### config.mk
export PLATFORM = sky130hd
export DESIGN_NAME = t_ff_bank
export DESIGN_NICKNAME = d
export VERILOG_FILES = /design/src/rtl/t_ff_bank.sv
export SDC_FILE = /design/constraint.sdc
export NUM_CORES = 1
export LEC_CHECK = 0
export ABC_AREA = 1
export ABC_CLOCK_PERIOD_IN_PS = 4000
export CORE_MARGIN = 1
export CORE_UTILIZATION = 44
export DETAILED_ROUTE_END_ITERATION = 10
export HOLD_SLACK_MARGIN = 0.15
export PLACE_DENSITY = 0.88
export SLEW_MARGIN = 20
export SYNTH_ARGS = -nofsm -noshare
export SYNTH_HDL_FRONTEND = slang
export SYNTH_SLANG_ARGS = --single-unit
export TNS_END_PERCENT = 5
### constraint.sdc
create_clock -name clk -period 4 [get_ports clk]
set_input_delay 1 -clock clk [delete_from_list [all_inputs] [get_ports clk]]
set_output_delay 1 -clock clk [all_outputs]
set_load 0.02 [all_outputs]
### src/rtl/t_ff_bank.sv
// Multi-channel T flip-flop bank: level/edge toggle, load/clear/hold,
// a one-cycle change flag and a saturating or wrapping change counter.
module t_ff_bank #(
   parameter int              WIDTH     = 4,
   parameter int              EDGE_MODE = 0,
   parameter logic [WIDTH-1:0] RESET_VAL = '0,
   parameter int              CNT_W     = 4,
   parameter int              CNT_WRAP  = 0
) (
   input  logic             clk,
   input  logic             reset,
   input  logic             en,
   input  logic [1:0]       mode,
   input  logic [WIDTH-1:0] t,
   input  logic [WIDTH-1:0] d,
   output logic [WIDTH-1:0] q,
   output logic [WIDTH-1:0] qn,
   output logic             changed,
   output logic [CNT_W-1:0] tog_cnt
);

   localparam logic [1:0] MODE_TOG   = 2'b00;
   localparam logic [1:0] MODE_LOAD  = 2'b01;
   localparam logic [1:0] MODE_CLEAR = 2'b10;
   localparam logic [1:0] MODE_HOLD  = 2'b11;

   logic [WIDTH-1:0] q_q, q_d;
   logic [WIDTH-1:0] t_prev_q, t_prev_d;
   logic             changed_q, changed_d;
   logic [CNT_W-1:0] cnt_q, cnt_d;
   logic [WIDTH-1:0] tv;

   always_comb begin
      // Edge mode only fires on a 0->1 seen across consecutive edges.
      tv = (EDGE_MODE != 0) ? (t & ~t_prev_q) : t;
      t_prev_d = t;

      q_d = q_q;
      if (en) begin
         case (mode)
            MODE_TOG:   q_d = q_q ^ tv;
            MODE_LOAD:  q_d = d;
            MODE_CLEAR: q_d = RESET_VAL;
            MODE_HOLD:  q_d = q_q;
            default:    q_d = q_q;
         endcase
      end

      changed_d = (q_d != q_q);

      cnt_d = cnt_q;
      if (changed_d) begin
         if (cnt_q == {CNT_W{1'b1}})
            cnt_d = (CNT_WRAP != 0) ? '0 : cnt_q;
         else
            cnt_d = cnt_q + CNT_W'(1);
      end
   end

   always_ff @(posedge clk) begin
      if (!reset) begin
         q_q       <= RESET_VAL;
         t_prev_q  <= '0;
         changed_q <= 1'b0;
         cnt_q     <= '0;
      end else begin
         q_q       <= q_d;
         t_prev_q  <= t_prev_d;
         changed_q <= changed_d;
         cnt_q     <= cnt_d;
      end
   end

   assign q       = q_q;
   assign qn      = ~q_q;
   assign changed = changed_q;
   assign tog_cnt = cnt_q;

endmodule

Yosys cells after proc, flatten, opt, wreduce, memory -nomap -nowiden. Cells that the tools add are included.

Output and inout bits: 13. Bits of input ports: 13. Register bits after elaboration: 9. Word-level logic and storage cells: 16.

Reductions and logical operators: 2. Equal/unequal tests: 5. Bitwise logic cells: 3. Multiplexer cells: 2. Add/sub/neg operators: 1.

Operator list (number): $pmux 4 s4 (1); $add 4x1->4 const B (1); $eq 2x2->1 const B (2); $eq 4x4->1 const B (1); $mux 4 (1); $ne 4x4->1 (1); $not 4->4 (1); $xor 4x4->4 (1); $eq 2x1->1 const B (1); $logic_not 2->1 (1); $reduce_and 2->1 (1); $not 1->1 (1).

Logic depth before layout (Yosys ltp).
Word-level depth: 5. Gate-level depth with buffers: 12. Gate-level depth less buffers: 11.

Worst setup path after synthesis. Ideal clock, no wire load.

Kind: input to register. Start point: in mode[0]. End point: reg cnt_q[0] (netlist: tog_cnt[0]). Buffers on the path: 1. Library setup time: 0.116 ns. Data arrival time: 1.917 ns. Setup slack: 1.967 ns. Cell stages on the path: 9. Path through: buf_6 -> nor2_2 -> nand3_1 -> nand4_1 -> nand2_2 -> nor2_4 -> nand2_4 -> a21oi_1 -> nor2_1.

Cells in the longest elaborated chain, start to end: 5. Elaborated cells between the ends (all ways): 8. Those cells by class: eq/ne (4); mux (2); reduce/logical (2).

Ends and longest elaborated chain: start, declared (RTL line 13) `input logic [1:0] mode,`; $eq 2x2->1, or another cell as far along (RTL line 40) `case (mode)`; $pmux 4 s4 * (RTL line 40); $mux 4 * (RTL line 39) `if (en) begin`; $ne 4x4->1 * (RTL line 49) `changed_d = (q_d != q_q);`; $reduce_and 2->1 (no line) *; end signal, assigned (RTL line 70) `cnt_q <= cnt_d;`; end, declared (RTL line 30) `logic [CNT_W-1:0] cnt_q, cnt_d;`.

Every way passes the cells marked *; elsewhere a longest branch is shown, timed or not. A chain may end at the register's enable or synchronous reset.

Worst setup path in the final report.
Start point: in mode[0]. End point: reg cnt_q[3] (netlist: tog_cnt[3]).

Same word-level chain as after synthesis.

==> flow_metrics.py <==
metrics = {
    "global_route": {
        "grt_util_all_layers": 0.219,
        "gr-total-overflow": 0,
        "grt_first_pass_wirelength_microns": 2390,
        "antenna_found_initial": 0,
        "grt_pass1_vias": 580,
        "grt_max_degree": 17,
    },
    "timing": {
        "setup_viol": 0,
        "fin_skew_ps": 0.810,
        "maxSlewHeadroom": 0.662,
        "tightest_slew_ps": 506,
        "fmax_mhz": 402,
        "holdWs_ps": 507,
        "setup_ws_ps": 1510,
        "fin_tns_setup_ps": 0,
        "rsz0062_at_grt": "false",
        "maxSlewViolCount": 0,
        "hold_violations": 0,
        "finalCritPeriodShare": 0.622,
        "finalCriticalPeriod_ps": 2490,
    },
    "clock_tree": {
        "cts_tree": "done",
        "cts_buffers": 3,
        "path_clk_slew_ps": 60,
        "cts_buffer_depth": 2,
        "cts_max_level": 1,
        "postCtsSetupBuffers": 0,
        "ctsResizeCount": 0,
        "clock-sinks": 9,
        "clock-root-buffer": "clkbuf_4",
        "insertion_delay_ps": 260,
        "cts_hold_buf": 0,
    },
    "setup_path": {
        "startpoint_type": "input pin",
        "cp.arrival_ps": 2680,
        "crit_type": "input pin to flip-flop",
        "cp-end-kind": "flip-flop",
        "reg2reg_to": "tog_cnt[3]",
        "reg2reg_depth": 10,
        "worstPathMaxFanout": 10,
        "crit_required_ps": 4190,
        "r2r-start": "q[2]",
        "r2r_slack_ps": 2550,
    },
    "final_layout": {
        "nNetsFinal": 137,
        "layout_common_cells": "nand3_1 (25), clkdlybuf4s50_1 (25), nand2_1 (18)",
        "regArea_sq_um": 180,
        "diodes": 0,
        "utilization": 0.689,
        "drive_gt1_frac": 0.115,
        "syn_to_final_growth_pct": 42.8,
        "nFillCells": 116,
        "multiInputGateArea_sq_um": 402,
    },
    "place": {
        "port_buffers": 25,
        "dp_hpwl_microns": 1160,
        "pre_cts_slack_ps": 1270,
        "gp_congestion": 0.768,
    },
    "yosys": {
        "ys_types": 20,
        "synth_edf_count": 0,
        "ys_seq_area_frac": 0.280,
        "synth_fp_nets": 110,
        "ys.flop_type": "dfxtp_1",
        "syn_inst": 96,
        "ys_ff_latch": 9,
        "yosys_warnings": 0,
        "async_flop_share": 0,
        "netlist_area_sq_um": 643,
        "syn_avg_cell_area_sq_um": 6.70,
    },
    "detailed_routing": {
        "via_count": 713,
        "routed_wl_microns": 1470,
        "wl_met3_microns": 91,
        "drc": 0,
        "wl_met2_microns": 718,
        "final_antenna_net_count": 0,
        "top_layer": "met3",
        "via_per_inst": 5.20,
        "wl_per_cell_microns": 10.7,
        "wl_met1_microns": 662,
        "drt_iter0_drc": 25,
        "firstDrtPassIters": 4,
    },
    "worst_hold_path": {
        "min_path_cells": 2,
        "hp-class": "flip-flop to flip-flop",
        "min_from": "tog_cnt[1]",
        "hold_path_end": "tog_cnt[1]",
    },
    "outcome": {
        "status": "finished, final reports clean",
    },
    "pwr": {
        "power_switching_uw": 96.7,
        "power_leakage_nw": 0.400,
        "powerDensity_nw_per_um2": 308,
        "peakVddDrop_mv": 0.194,
        "comb_power_share": 0.374,
        "clockPowerShare": 0.244,
        "power.share.switching": 0.342,
        "p_int_uw": 186,
        "pwr-share-seq": 0.382,
    },
    "floorplan": {
        "io_pins": 26,
        "rows": 13,
        "die_h_microns": 40.2,
        "die_area_sq_um": 1620,
        "dieWidth_microns": 40.2,
        "core_sq_um": 1330,
        "floorplan.initialDensity": 0.482,
    },
    "run": {
        "max_cap_viol_count": 0,
    },
}
[synth_stat cells, types with 2 or more instances]
cell,number,share of area
a21oi_1,5,0.039
nor2_2,2,0.019
nand2_2,2,0.019
inv_1,9,0.053
dfxtp_1,9,0.28
a211oi_1,4,0.047
nor2_1,5,0.029
inv_2,2,0.012
nand2_1,18,0.11
nand3_1,25,0.19
nand4_1,4,0.039
nand2_4,3,0.053
[worst max-delay path by stage]
| stage | startpoint | endpoint | slack [ps] |
|---|---|---|---|
| floorplan | mode[0] | tog_cnt[0] | 1970 |
| finish | mode[0] | tog_cnt[3] | 1510 |
| CTS | mode[0] | tog_cnt[3] | 1530 |
| global placement | mode[0] | tog_cnt[0] | 1310 |
| global route | mode[0] | tog_cnt[3] | 1310 |
| detailed placement | mode[0] | tog_cnt[2] | 1270 |
[critical path, cell delays in order]
cell and delay, ps:
clkdlybuf4s50_1 690, nand3_1 120, nand3_1 120, nand2_1 90, nand3_1 70, nand2_1 80
nor2_2 170, nand2_4 90, nand2_4 70, nand2_1 60, a21oi_1 120
[metal layers]
metal,up-vias,GRT usage
met5,-,0
met4,0,0
met3,0,0.0833
met2,24,0.379
met1,310,0.273
li1,379,-
[flip-flops by register name (all words and copies together), names as in the netlist]
| signal | flops |
|---|---|
| changed | 1 |
| q | 4 |
| tog_cnt | 4 |
[area by class of cell]
type / instances / share of cell area
Inverter: 11 / 0.0450
Sequential cell: 9 / 0.196
Multi-Input combinational cell: 73 / 0.437
Clock buffer: 4 / 0.0286
Tap cell: 15 / 0.0204
Timing Repair Buffer: 25 / 0.272
[through the flow]
step                      cells  cell area [sq um]  power (mW)
after global placement      133                892       0.214
final                       137                918       0.283
after global routing        137                918       0.303
after floorplan              96                643       0.173
after CTS                   137                918       0.284
after detailed placement    133                892       0.215
[cells by family after synthesis]
kind of cell	after synthesis	share of synthesized area
AO/OA/AOI/OAI	9	0.0856
XOR/XNOR	2	0.0272
buffers and inverters	14	0.0953
AND/OR/NAND/NOR	61	0.492
adder cells (fa/ha/maj)	1	0.0195
flip-flops	9	0.280
[power groups by stage]
stage                     logic (mW)  clock network, mW  registers (mW)
after floorplan               0.0541                  0           0.119
after global placement         0.104                  0           0.110
after detailed placement       0.105                  0           0.110
after CTS                      0.105             0.0709           0.108
after global routing           0.116             0.0766           0.110
final                          0.106             0.0691           0.108
(Power assumes the default switching activity.)
